--- config.mk ---
export PLATFORM = sky130hd
export DESIGN_NAME = pzcorebus_mux_controller
export DESIGN_NICKNAME = d
export VERILOG_FILES = /design/src/rtl/pzcorebus_mux_controller.sv
export SDC_FILE = /design/constraint.sdc
export NUM_CORES = 1
export LEC_CHECK = 0
export CAP_MARGIN = 30
export CORE_ASPECT_RATIO = 1.4
export CORE_MARGIN = 2
export CORE_UTILIZATION = 30
export CTS_BUF_LIST = sky130_fd_sc_hd__clkbuf_16
export DETAILED_ROUTE_END_ITERATION = 12
export PLACE_DENSITY = 0.57
export SETUP_SLACK_MARGIN = 0.2
export SLEW_MARGIN = 5
export SYNTH_ARGS = -nofsm -noshare
export SYNTH_HDL_FRONTEND = slang
export SYNTH_SLANG_ARGS = --single-unit
--- constraint.sdc ---
create_clock -name i_clk -period 4.6 [get_ports i_clk]
set_input_delay 0.69 -clock i_clk [delete_from_list [all_inputs] [get_ports i_clk]]
set_output_delay 0.69 -clock i_clk [all_outputs]
set_load 0.02 [all_outputs]
--- src/rtl/pzcorebus_mux_controller.sv ---
// Select generator for the pzcorebus N:1 mux: round-robin command arbitration,
// with in-order routing of write data and responses back to the owning slave.
module pzcorebus_mux_controller #(
  parameter int SLAVES              = 2,
  parameter int LENGTH_WIDTH        = 8,
  parameter int WDATA_FIFO_DEPTH    = 4,
  parameter int RESPONSE_FIFO_DEPTH = 8
) (
  input  logic                             i_clk,
  input  logic                             i_rst_n,
  input  logic [SLAVES-1:0]                i_mcmd_valid,
  input  logic [SLAVES-1:0]                i_mcmd_with_data,
  input  logic [SLAVES-1:0]                i_mcmd_non_posted,
  input  logic [SLAVES*LENGTH_WIDTH-1:0]   i_mcmd_data_count,
  input  logic                             i_master_scmd_accept,
  input  logic [SLAVES-1:0]                i_mdata_valid,
  input  logic                             i_master_sdata_accept,
  input  logic                             i_master_sresp_valid,
  input  logic                             i_master_mresp_accept,
  input  logic                             i_master_sresp_last,
  output logic [SLAVES-1:0]                o_command_select,
  output logic [SLAVES-1:0]                o_write_data_select,
  output logic [SLAVES-1:0]                o_response_select,
  output logic                             o_unexpected_response
);

  localparam int IDXW = (SLAVES > 1) ? $clog2(SLAVES) : 1;
  localparam int WPW  = $clog2(WDATA_FIFO_DEPTH);
  localparam int WCW  = WPW + 1;
  localparam int RPW  = $clog2(RESPONSE_FIFO_DEPTH);
  localparam int RCW  = RPW + 1;

  typedef enum logic [0:0] {
    STATE_IDLE    = 1'b0,
    STATE_GRANTED = 1'b1
  } state_e;

  function automatic logic [SLAVES-1:0] idx_to_onehot(input logic [IDXW-1:0] idx);
    logic [SLAVES-1:0] oh;
    for (int i = 0; i < SLAVES; i++) begin
      oh[i] = (idx == IDXW'(i));
    end
    return oh;
  endfunction

  // command arbiter state
  state_e                  state_q, state_d;
  logic [IDXW-1:0]         grant_q, grant_d;
  logic [IDXW-1:0]         rr_q, rr_d;
  logic [SLAVES-1:0]       cmd_sel_q, cmd_sel_d;

  // write-data tracking FIFO: owner index and beats-1 per accepted burst
  logic [WDATA_FIFO_DEPTH-1:0][IDXW-1:0]         wfifo_idx_q, wfifo_idx_d;
  logic [WDATA_FIFO_DEPTH-1:0][LENGTH_WIDTH-1:0] wfifo_len_q, wfifo_len_d;
  logic [WPW-1:0]          wwr_ptr_q, wwr_ptr_d;
  logic [WPW-1:0]          wrd_ptr_q, wrd_ptr_d;
  logic [WCW-1:0]          wcount_q, wcount_d;
  logic [LENGTH_WIDTH-1:0] beat_q, beat_d;
  logic [SLAVES-1:0]       wsel_q, wsel_d;

  // response tracking FIFO: owner index per outstanding non-posted command
  logic [RESPONSE_FIFO_DEPTH-1:0][IDXW-1:0]      rfifo_idx_q, rfifo_idx_d;
  logic [RPW-1:0]          rwr_ptr_q, rwr_ptr_d;
  logic [RPW-1:0]          rrd_ptr_q, rrd_ptr_d;
  logic [RCW-1:0]          rcount_q, rcount_d;
  logic [SLAVES-1:0]       rsel_q, rsel_d;

  logic                    unexp_q, unexp_d;

  logic                    wfull_s, rfull_s;
  logic [SLAVES-1:0]       eligible_s;
  logic                    arb_found_s;
  logic [IDXW-1:0]         arb_idx_s;
  logic                    cmd_hs_s, wpush_s, rpush_s;
  logic [LENGTH_WIDTH-1:0] push_len_s;
  logic [IDXW-1:0]         whead_idx_s;
  logic [LENGTH_WIDTH-1:0] whead_len_s;
  logic                    wbeat_s, wpop_s, rpop_s;

  assign wfull_s     = (wcount_q == WCW'(WDATA_FIFO_DEPTH));
  assign rfull_s     = (rcount_q == RCW'(RESPONSE_FIFO_DEPTH));
  assign eligible_s  = i_mcmd_valid
                     & ~(i_mcmd_with_data  & {SLAVES{wfull_s}})
                     & ~(i_mcmd_non_posted & {SLAVES{rfull_s}});

  assign cmd_hs_s    = (state_q == STATE_GRANTED) & i_mcmd_valid[grant_q] & i_master_scmd_accept;
  assign wpush_s     = cmd_hs_s & i_mcmd_with_data[grant_q];
  assign rpush_s     = cmd_hs_s & i_mcmd_non_posted[grant_q];
  assign push_len_s  = i_mcmd_data_count[int'(grant_q)*LENGTH_WIDTH +: LENGTH_WIDTH];

  assign whead_idx_s = wfifo_idx_q[wrd_ptr_q];
  assign whead_len_s = wfifo_len_q[wrd_ptr_q];
  assign wbeat_s     = (wcount_q != '0) & i_mdata_valid[whead_idx_s] & i_master_sdata_accept;
  assign wpop_s      = wbeat_s & (beat_q == whead_len_s);
  assign rpop_s      = (rcount_q != '0) & i_master_sresp_valid & i_master_mresp_accept
                     & i_master_sresp_last;

  // Round-robin search: first eligible slave at or after the pointer, wrapping.
  always_comb begin
    int  sum;
    int  cand;
    logic take;
    arb_found_s = 1'b0;
    arb_idx_s   = '0;
    sum         = 0;
    cand        = 0;
    take        = 1'b0;
    for (int k = 0; k < SLAVES; k++) begin
      sum         = int'(rr_q) + k;
      cand        = (sum >= SLAVES) ? (sum - SLAVES) : sum;
      take        = ~arb_found_s & eligible_s[cand];
      arb_idx_s   = take ? IDXW'(cand) : arb_idx_s;
      arb_found_s = arb_found_s | take;
    end
  end

  // Command FSM next state and registered command select.
  always_comb begin
    state_d   = state_q;
    grant_d   = grant_q;
    rr_d      = rr_q;
    cmd_sel_d = cmd_sel_q;
    case (state_q)
      STATE_IDLE: begin
        if (arb_found_s) begin
          state_d   = STATE_GRANTED;
          grant_d   = arb_idx_s;
          cmd_sel_d = idx_to_onehot(arb_idx_s);
        end else begin
          cmd_sel_d = '0;
        end
      end
      STATE_GRANTED: begin
        // a dropped valid without handshake keeps the grant
        if (cmd_hs_s) begin
          state_d   = STATE_IDLE;
          rr_d      = (grant_q == IDXW'(SLAVES - 1)) ? '0 : (grant_q + IDXW'(1));
          cmd_sel_d = '0;
        end else begin
          cmd_sel_d = idx_to_onehot(grant_q);
        end
      end
      default: begin
        state_d   = STATE_IDLE;
        cmd_sel_d = '0;
      end
    endcase
  end

  // Write FIFO update, beat counting and next write-data select.
  always_comb begin
    wfifo_idx_d = wfifo_idx_q;
    wfifo_len_d = wfifo_len_q;
    wfifo_idx_d[wwr_ptr_q] = wpush_s ? grant_q    : wfifo_idx_q[wwr_ptr_q];
    wfifo_len_d[wwr_ptr_q] = wpush_s ? push_len_s : wfifo_len_q[wwr_ptr_q];
    wwr_ptr_d   = wpush_s ? (wwr_ptr_q + WPW'(1)) : wwr_ptr_q;
    wrd_ptr_d   = wpop_s  ? (wrd_ptr_q + WPW'(1)) : wrd_ptr_q;
    case ({wpush_s, wpop_s})
      2'b10:   wcount_d = wcount_q + WCW'(1);
      2'b01:   wcount_d = wcount_q - WCW'(1);
      default: wcount_d = wcount_q;
    endcase
    beat_d = wpop_s ? '0 : (wbeat_s ? (beat_q + LENGTH_WIDTH'(1)) : beat_q);
    wsel_d = (wcount_d != '0) ? idx_to_onehot(wfifo_idx_d[wrd_ptr_d]) : '0;
  end

  // Response FIFO update, next response select and sticky unexpected flag.
  always_comb begin
    rfifo_idx_d = rfifo_idx_q;
    rfifo_idx_d[rwr_ptr_q] = rpush_s ? grant_q : rfifo_idx_q[rwr_ptr_q];
    rwr_ptr_d   = rpush_s ? (rwr_ptr_q + RPW'(1)) : rwr_ptr_q;
    rrd_ptr_d   = rpop_s  ? (rrd_ptr_q + RPW'(1)) : rrd_ptr_q;
    case ({rpush_s, rpop_s})
      2'b10:   rcount_d = rcount_q + RCW'(1);
      2'b01:   rcount_d = rcount_q - RCW'(1);
      default: rcount_d = rcount_q;
    endcase
    rsel_d  = (rcount_d != '0) ? idx_to_onehot(rfifo_idx_d[rrd_ptr_d]) : '0;
    unexp_d = unexp_q | (i_master_sresp_valid & (rcount_q == '0));
  end

  // State registers.
  always_ff @(posedge i_clk or negedge i_rst_n) begin
    if (!i_rst_n) begin
      state_q     <= STATE_IDLE;
      grant_q     <= '0;
      rr_q        <= '0;
      cmd_sel_q   <= '0;
      wfifo_idx_q <= '0;
      wfifo_len_q <= '0;
      wwr_ptr_q   <= '0;
      wrd_ptr_q   <= '0;
      wcount_q    <= '0;
      beat_q      <= '0;
      wsel_q      <= '0;
      rfifo_idx_q <= '0;
      rwr_ptr_q   <= '0;
      rrd_ptr_q   <= '0;
      rcount_q    <= '0;
      rsel_q      <= '0;
      unexp_q     <= 1'b0;
    end else begin
      state_q     <= state_d;
      grant_q     <= grant_d;
      rr_q        <= rr_d;
      cmd_sel_q   <= cmd_sel_d;
      wfifo_idx_q <= wfifo_idx_d;
      wfifo_len_q <= wfifo_len_d;
      wwr_ptr_q   <= wwr_ptr_d;
      wrd_ptr_q   <= wrd_ptr_d;
      wcount_q    <= wcount_d;
      beat_q      <= beat_d;
      wsel_q      <= wsel_d;
      rfifo_idx_q <= rfifo_idx_d;
      rwr_ptr_q   <= rwr_ptr_d;
      rrd_ptr_q   <= rrd_ptr_d;
      rcount_q    <= rcount_d;
      rsel_q      <= rsel_d;
      unexp_q     <= unexp_d;
    end
  end

  assign o_command_select      = cmd_sel_q;
  assign o_write_data_select   = wsel_q;
  assign o_response_select     = rsel_q;
  assign o_unexpected_response = unexp_q;

endmodule
# Word-level counts from Yosys, hierarchy flattened
# Cells that the tools add are included.
# classes
n_bitwise,26
muxes,59
order_cmp,13
n_shift,1
n_eq_ne,7
add_sub_neg,13
n_reduce_logical,10
# op_table
op,n
$lt 32x3->1 const B,2
$mux 32,2
$mux 8,6
$bmux 8 s2,2
$bwmux 32,1
$mux 1,28
$demux 8 s2,1
$shiftx 16x5->8,1
$and 1x1->1,12
$mux 2,5
$add 3x1->3 const B,3
$lt 2x3->1 const B,3
$add 8x1->8 const B,1
$and 2x2->2,4
$bwmux 8,1
$eq 8x8->1,1
$lt 3x4->1 const B,2
$pmux 4 s2,1
$reduce_bool 4->1,2
$bmux 1 s2,3
$bmux 1 s3,2
$not 1->1,6
$pmux 3 s2,1
$reduce_bool 3->1,2
other kinds (29),37
# word_totals
input_bits,31
out_inout_bits,7
word_cells,159
regBits,79

# Longest topological paths before layout
# Gate-level depths: netlist of run 1.
# logic_depth
depth_word,14
mapped_depth,15
depth_no_buf,12

# Least setup slack after synthesis of run 1
# No wires, ideal clock.
# synth_path
path_kind,register to register
startpoint,reg wrd_ptr_q[0]
endpoint,reg wsel_q[0] (netlist: o_write_data_select[0])
required_ns,4.474
t_arrival_ns,3.255
stages_incl_launch_ff,16
setup_ns,0.126
path_slack_ns,1.219
synth_period_minus_slack_ns,3.381
path_buffers,3
path_cell_list,dfrtp_1 buf_2 buf_2 mux4_2 xor2_1 nor4_1 and3_1 buf_2 ha_1 inv_1 fa_1 xor2_1 nor2_1 xor2_1 nor3_1 nor2_1
# synth_between
word_cells_on_any_way,20
cone_classes,1 x add/sub; 3 x eq/ne; 11 x mux; 4 x bitwise; 1 x reduce/logical
# synth_lines
item,line_no,source
"start, declared",56,"logic [WPW-1:0] wrd_ptr_q, wrd_ptr_d;"
"start signal, assigned",210,wrd_ptr_q <= wrd_ptr_d;
$bmux 1 s2,91,assign whead_idx_s = wfifo_idx_q[wrd_ptr_q];
$mux 1 (not written as such),91,
$mux 1 (not written as such) (2 in series),93,assign wbeat_s = (wcount_q != '0) & i_mdata_valid[whead_idx_s] & i_master_sdata_accept;
$and 1x1->1 (2 in series),93,
$and 1x1->1 (*),94,assign wpop_s = wbeat_s & (beat_q == whead_len_s);
$eq 2x1->1 or $eq 2x2->1 (tied branches),158,"case ({wpush_s, wpop_s})"
$pmux 3 s2 (*),158,
named net wcount_d[2],57,"logic [WCW-1:0] wcount_q, wcount_d;"
$reduce_bool 3->1 (*),164,wsel_d = (wcount_d != '0) ? idx_to_onehot(wfifo_idx_d[wrd_ptr_d]) : '0;
$mux 2 (*),164,
named net wsel_d[0],59,"logic [SLAVES-1:0] wsel_q, wsel_d;"
"end signal, assigned",213,wsel_q <= wsel_d;
"end, declared",59,
# Mark *: on every way through the listed nets, which the timed path passes. The rest lies on a longest branch. The select of a mux whose other input is x is not followed.
# A chain may end at the register's enable or synchronous reset.

# Worst setup path in the final report of run 1
# Same ends and word-level chain as after synthesis.

==> results of run 1 <==
final timing paths:
path | slack, ps | to | startpoint | cells past startpoint
max | 1010 | o_write_data_select[0] | wrd_ptr_q[0] | 13
min | 320 | rcount_q[3] | i_rst_n | 1
max reg2reg | 1010 | o_write_data_select[0] | wrd_ptr_q[0] | 13
min reg2reg | 480 | o_unexpected_response | o_unexpected_response | 1
max in group asynchronous | 3670 | beat_q[7] | i_rst_n | 2
min in group i_clk | 480 | o_unexpected_response | o_unexpected_response | 1
kinds of logic (layout without fill, tap and decap cells):
family                     count (synthesis)  count (layout)  synth area share, %
and+or+nand+nor                          106             106                11.83
muxes                                     79              79                24.82
DFF                                       79              79                43.38
AOI/OAI and AO/OA                         61              61                8.430
buffers and inverters                     31              68                2.691
xor gates and xnor gates                  28              28                5.382
adders and majority gates                 12              12                3.460
worst reg2reg max path: stages (launching register included):
cell and delay [ps]:
dfrtp_1 730, buf_4 280, mux4_2 510, xor2_1 150, nor4_1 260, and3_1 220, ha_1 180, inv_1 60
fa_1 370, xor2_1 150, nor2_1 110, xor2_1 90, nor3_1 250, nor2_1 90
metrics by stage:
step | total power (W) | hold WS, ps
after floorplan | 0.002848 | 394.4
after global placement | 0.003298 | 442.5
after detailed placement | 0.003361 | 464.4
after CTS | 0.004055 | 331.1
after global routing | 0.004332 | 357.4
final | 0.004014 | 318.0
sequential cells by signal, indices dropped and copies added, names as in the netlist:
| name | flops |
|---|---|
| state_q | 1 |
| beat_q | 8 |
| o_write_data_select | 2 |
| o_unexpected_response | 1 |
| wrd_ptr_q | 2 |
| wfifo_idx_q | 4 |
| rfifo_idx_q | 8 |
| rwr_ptr_q | 3 |
| rcount_q | 4 |
| rr_q | 1 |
| wcount_q | 3 |
| o_command_select | 2 |
| wfifo_len_q | 32 |
| rrd_ptr_q | 3 |
| o_response_select | 2 |
| grant_q | 1 |
| wwr_ptr_q | 2 |
layout make-up:
| cell class | instances | area (sq um) |
|---|---|---|
| fill | 1499 | 9507 |
| multi-input combinational | 286 | 2457 |
| sequential | 79 | 1977 |
| timing repair buffer | 43 | 425.4 |
| tap | 192 | 240.2 |
| clock buffer | 9 | 225.2 |
| clock inverter | 7 | 55.05 |
| inverter | 9 | 33.78 |
synth_stat cells (4+ instances only):
cell	number
a211oi_1	5
a21o_1	5
a21oi_1	20
buf_2	5
clkbuf_1	15
dfrtp_1	79
ha_1	11
inv_1	9
mux2_2	41
mux2i_1	14
mux4_2	23
nand2_1	19
nand3_1	11
nand4_1	5
nor2_1	35
nor2b_1	6
nor3b_1	5
nor4_1	4
o21ai_0	15
or2_2	4
xnor2_1	6
xor2_1	22
layer usage:
| metal | share of wire (%) | routed length (um) | up-vias |
|---|---|---|---|
| li1 | - | - | 1514 |
| met1 | 43 | 4420 | 1579 |
| met4 | 2.4 | 247 | 0 |
| met5 | 0 | 0 | - |
| met2 | 51 | 5225 | 57 |
| met3 | 2.9 | 296 | 14 |
cell usage in the layout, fill, tap and decap left out, types with 3 or more instances in the layout:
cell	n
o21a_1	3
nor4_1	4
nand3_1	11
mux2i_1	14
xnor2_1	6
nand2_1	19
or3_1	3
buf_4	6
o21ai_0	15
or2_2	4
clkdlybuf4s50_1	36
clkbuf_16	9
mux4_2	23
inv_1	9
dfrtp_1	79
o31ai_1	3
nand4_1	5
and3_1	3
a21o_1	5
inv_6	3
mux2_2	41
nor3b_1	5
xor2_1	22
nor2b_1	6
nor2_1	35
ha_1	11
a211oi_1	5
a21oi_1	20
power groups by stage:
stage | logic (W) | clock network [W] | registers (W)
3_3_place_gp | 0.00188 | 0 | 0.00142
4_1_cts | 0.00193 | 0.000696 | 0.00143
6_report | 0.00192 | 0.000671 | 0.00143
2_1_floorplan | 0.00161 | 0 | 0.00124
3_5_place_dp | 0.00192 | 0 | 0.00144
5_1_grt | 0.00212 | 0.000728 | 0.00148
==> run metrics, run 1 <==
antenna cells=0; vias in the first global route=3,340; core area=14,920 sq um; Tcrit/Tclk final=77.94%; Cell Area, Synth=4557 sq um; Setup Buffers After CTS=0; M3 GR Usage=2.003%; sum of negative setup slack=0 ps; Initial Util=30.54%; Final WS setup=1015 ps; DIE AREA=16,210 sq um; VDD IR-drop max=314.5 uV; slowest CP cell=dfrtp_1; placed cells=609; Placed Area=5134 sq um; Worst Path Class, Setup=flip-flop to flip-flop; final WL=10,190 um; Mapped Cells=396; fin area=5414 sq um; Seq cells post-synth=79; Worst EP arrival=3790 ps; Fin. Hold Viols=0; Mean Syn Cell Area=11.51 sq um; CP cell instances=buf_4, mux4_2, xor2_1, nor4_1, and3_1, ha_1, inv_1, fa_1, xor2_1, nor2_1, xor2_1, nor3_1, nor2_1; met1 usage=16.23%; Non-Filler Instances=625; die height=149.8 um; sw power=0.001567 W; HP Class=primary input to async pin; total track usage=13.47%; Placement Rows=53; status=finished clean; Core Util, Final=36.29%; Crit path max-delay family=simple AND/OR/NAND/NOR gates; nets=471; Worst setup EP type=flip-flop; CTS Sinks=79; clk_lat worst skew=330 ps; CTS tree=built; slew margin rel.=45.43%; Buf+Inv Stages, Crit Path=2; Yosys Warn Count=0; Max clock buf depth=2; # hold bufs at CTS=0; largest net degree at the start of global routing=43; Routed Antenna Nets=0; minimum clock period=3585 ps; fraction of layout cells with a size suffix above 1=21.48%; clk slew on worst S/H paths=60 ps; I/O Pins=38; P_int=0.002447 W; sequential share of power=35.5%; dpl ws=974.8 ps; Pwr per Cell Area=741.5 nW/um^2; gr ovfl total=0; Clk pwr share=16.7%; critical path peak fanout=10; area delta synth->final=18.81%; Worst Max-Slew Pin Slew=818.6 ps; RePlAce Congestion=0.7743; Post-synth EDFFs=0; Max-Cap Viols=0; initial antenna violation count=0; Crit path top cell by count=xor2_1; met2 usage=23.55%; Fmax=278.9 MHz; Clock H-tree levels=3; Netlist cell types=46; RSZ-0062 raised after global routing=false; Synth area leader=dfrtp_1; post-CTS sizing=0; Worst setup SP type=flip-flop; via count=3,164; sw frac=39.04%; wire length of the first global-routing pass=16,850 um; average wire per standard cell=16.30 um; Finish-stage setup viols=0; register area share after synthesis=43.38%; Slew Limit Fails=0; busiest grt layer=met2; DR pass1 iterations=5; largest stage delay on the critical path=730 ps; Leakage Power=2.229 nW; FFs w/ async S/R, synth=100.0%; Vias/cell=5.062; Detail Placement HPWL=7399 um; largest cells by area after synthesis=dfrtp_1 43%, mux4_2 11%, mux2_2 10%, xor2_1 4.2%, mux2i_1 3.1%; Post-synth top flop=dfrtp_1; drc violations=0; Syn Nets=439; top cell type's share of synthesized area=43.38%; initial drt markers=153; Critical Path RT=4810 ps; Gate power share=47.7%; IO Port Bufs=37; root buf cell=clkbuf_16; Layout Skew=7.219 ps; cts bufs inserted=9; Die Wd=108.2 um
No activity file was read; power rests on OpenSTA's default activity.
==> inputs of run 2 (changes only) <==
clock period = 3.5 ns   (was 4.6 ns; I/O delays follow)
==> run 2 against run 1 <==
Utilization increased by 1.1 points. Sequential share of layout area shrank 1.1 points. Worst hold slack got worse by 220 ps. Via count rose by 4.0%. Worst setup slack worse by 630 ps. Register-to-register slack worse by 630 ps. Maximum frequency up 15%. Sequential cell count unchanged. Non-clock buffer count rose by 12. Largest power group unchanged. Die area did not move.
==> run metrics, run 2 (synthesized netlist as in run 1, its figures left out) <==
VDD IR-drop max=447.2 uV (was 314.5 uV); antenna cells=0 (unchanged); met3 routed WL=508 um (was 296 um); drc violations=0 (unchanged); Detail Placement HPWL=7545 um (was 7399 um); Fin. Hold Viols=0 (unchanged); commonest non-fill, non-tap cell in the layout=dfrtp_1 (unchanged); placed cells=616 (was 609); Die Wd=108.2 um (unchanged); Routed Antenna Nets=0 (unchanged); DR pass1 iterations=6 (was 5); core area=14,920 sq um (unchanged); critical path peak fanout=7 (was 10); Fmax=320.8 MHz (was 278.9 MHz); max FFs per register=32 (unchanged); Critical Path RT=3760 ps (was 4810 ps); status=finished clean (unchanged); die height=149.8 um (unchanged); average wire per standard cell=16.23 um (was 16.30 um); commonest cells after routing, fill and taps aside=78 x dfrtp_1, 41 x mux2_2, 36 x clkdlybuf4s50_1, 35 x nor2_1, 23 x mux4_2 (was 79 x dfrtp_1, 41 x mux2_2, 36 x clkdlybuf4s50_1, 35 x nor2_1, 23 x mux4_2); initial drt markers=167 (was 153); vias in the first global route=3,444 (was 3,340); DIE AREA=16,210 sq um (unchanged); Core Util, Final=37.43% (was 36.29%); wire length of the first global-routing pass=17,550 um (was 16,850 um); root buf cell=clkbuf_16 (unchanged); Non-Filler Instances=636 (was 625); DR WL met2=5242 um (was 5225 um); total power draw=0.005514 W (was 0.004014 W); Worst Max-Slew Pin Slew=641.7 ps (was 818.6 ps); minimum clock period=3117 ps (was 3585 ps); gr ovfl total=0 (unchanged); RePlAce Congestion=0.8141 (was 0.7743); Clock H-tree levels=3 (unchanged); HP Class=primary input to async pin (unchanged); RSZ-0062 raised after global routing=false (unchanged); total track usage=13.84% (was 13.47%); Tcrit/Tclk final=89.05% (was 77.94%); FILL cells=1,467 (was 1,499); Placed Area=5206 sq um (was 5134 sq um); area delta synth->final=22.54% (was 18.81%); fraction of layout cells with a size suffix above 1=24.10% (was 21.48%); Leakage Power=2.323 nW (was 2.229 nW); nets=483 (was 471); sequential cell area=1978 sq um (was 1977 sq um); Max clock buf depth=2 (unchanged); sum of negative setup slack=0 ps (unchanged); Slew Limit Fails=0 (unchanged); Worst Path Class, Setup=flip-flop to flip-flop (unchanged); largest net degree at the start of global routing=57 (was 43); Pwr per Cell Area=987.4 nW/um^2 (was 741.5 nW/um^2); final WL=10,320 um (was 10,190 um); Finish-stage setup viols=0 (unchanged); Placement Rows=53 (unchanged); clk slew on worst S/H paths=60 ps (about the same); met1 wire length=4380 um (was 4420 um); Vias/cell=5.171 (was 5.062); I/O Pins=38 (unchanged); cts bufs inserted=9 (unchanged); fin area=5584 sq um (was 5414 sq um); slew margin rel.=57.22% (was 45.43%); clk_lat worst skew=330 ps (about the same); Initial Util=30.54% (unchanged); via count=3,289 (was 3,164); multi-input combinational cell area=2467 sq um (was 2457 sq um); Layout Skew=6.020 ps (was 7.219 ps); CTS Sinks=79 (unchanged); Worst setup EP type=flip-flop (unchanged); CTS tree=built (unchanged); Worst EP arrival=3380 ps (was 3790 ps); DR top layer=met4 (unchanged); Worst setup SP type=flip-flop (unchanged); initial antenna violation count=0 (unchanged); Top Registers=wfifo_len_q: 32 flops, beat_q: 8 flops, rfifo_idx_q: 8 flops (unchanged); Max-Cap Viols=0 (unchanged); IO Port Bufs=37 (unchanged); most flop-heavy register=wfifo_len_q (unchanged)
run 2: worst max-delay path, cell delays in order (launching register included):
cell	delay [ps]
dfrtp_1	390
buf_4	140
clkbuf_16	140
mux4_2	500
xor2_1	180
nor4_1	180
and3_1	230
ha_2	200
inv_1	50
fa_2	330
xor2_1	140
nor2_1	140
xor2_1	230
nor3_2	80
nor2b_1	120
run 2: layout make-up:
| cell class | instances | share of cell area, % |
|---|---|---|
| clock buffers | 9 | 4.033 |
| clock inverters | 6 | 1.546 |
| flip-flops and latches | 79 | 35.42 |
| multi-input cells | 286 | 44.19 |
| inverters | 9 | 0.6050 |
| well taps | 192 | 4.302 |
| repair buffers | 55 | 9.904 |
run 2: repair_timing:
item                                    CTS  global route
endpoints found under the setup margin    0             2
buffers inserted                          0             4
resized for setup                         0             4
hold buffers                              0             0
run 2: worst paths after layout:
path	to	from	depth (start not counted)	slack, ps
min in group i_clk	o_unexpected_response	o_unexpected_response	1	460
worst max-delay path	o_write_data_select[1]	wrd_ptr_q[0]	14	380
worst min register to register	o_unexpected_response	o_unexpected_response	1	460
worst max register to register	o_write_data_select[1]	wrd_ptr_q[0]	14	380
worst min-delay path	grant_q	i_rst_n	1	100
max in group asynchronous	wrd_ptr_q[1]	i_rst_n	2	2800
run 2: power breakdown:
group,internal (W),switching [W]
Clock,0.000619,0.000372
Combinational,0.00149,0.00121
Sequential,0.00136,0.000470
run 2: per-stage QoR:
| step | worst slack (ps) | hold WS [ps] |
|---|---|---|
| 2_1_floorplan | 228.3 | 229.4 |
| 3_3_place_gp | 293.2 | 442.9 |
| 3_5_place_dp | 225.1 | 449.1 |
| 4_1_cts | 337.5 | 99.76 |
| 5_1_grt | 235.2 | 114.7 |
| 6_report | 383.2 | 95.07 |
run 2: layer usage:
layer | vias up | GRT usage [%]
met1 | 1654 | 17.53
li1 | 1540 | -
met2 | 78 | 23.14
met3 | 17 | 3.223
met4 | 0 | 4.744
met5 | - | 0
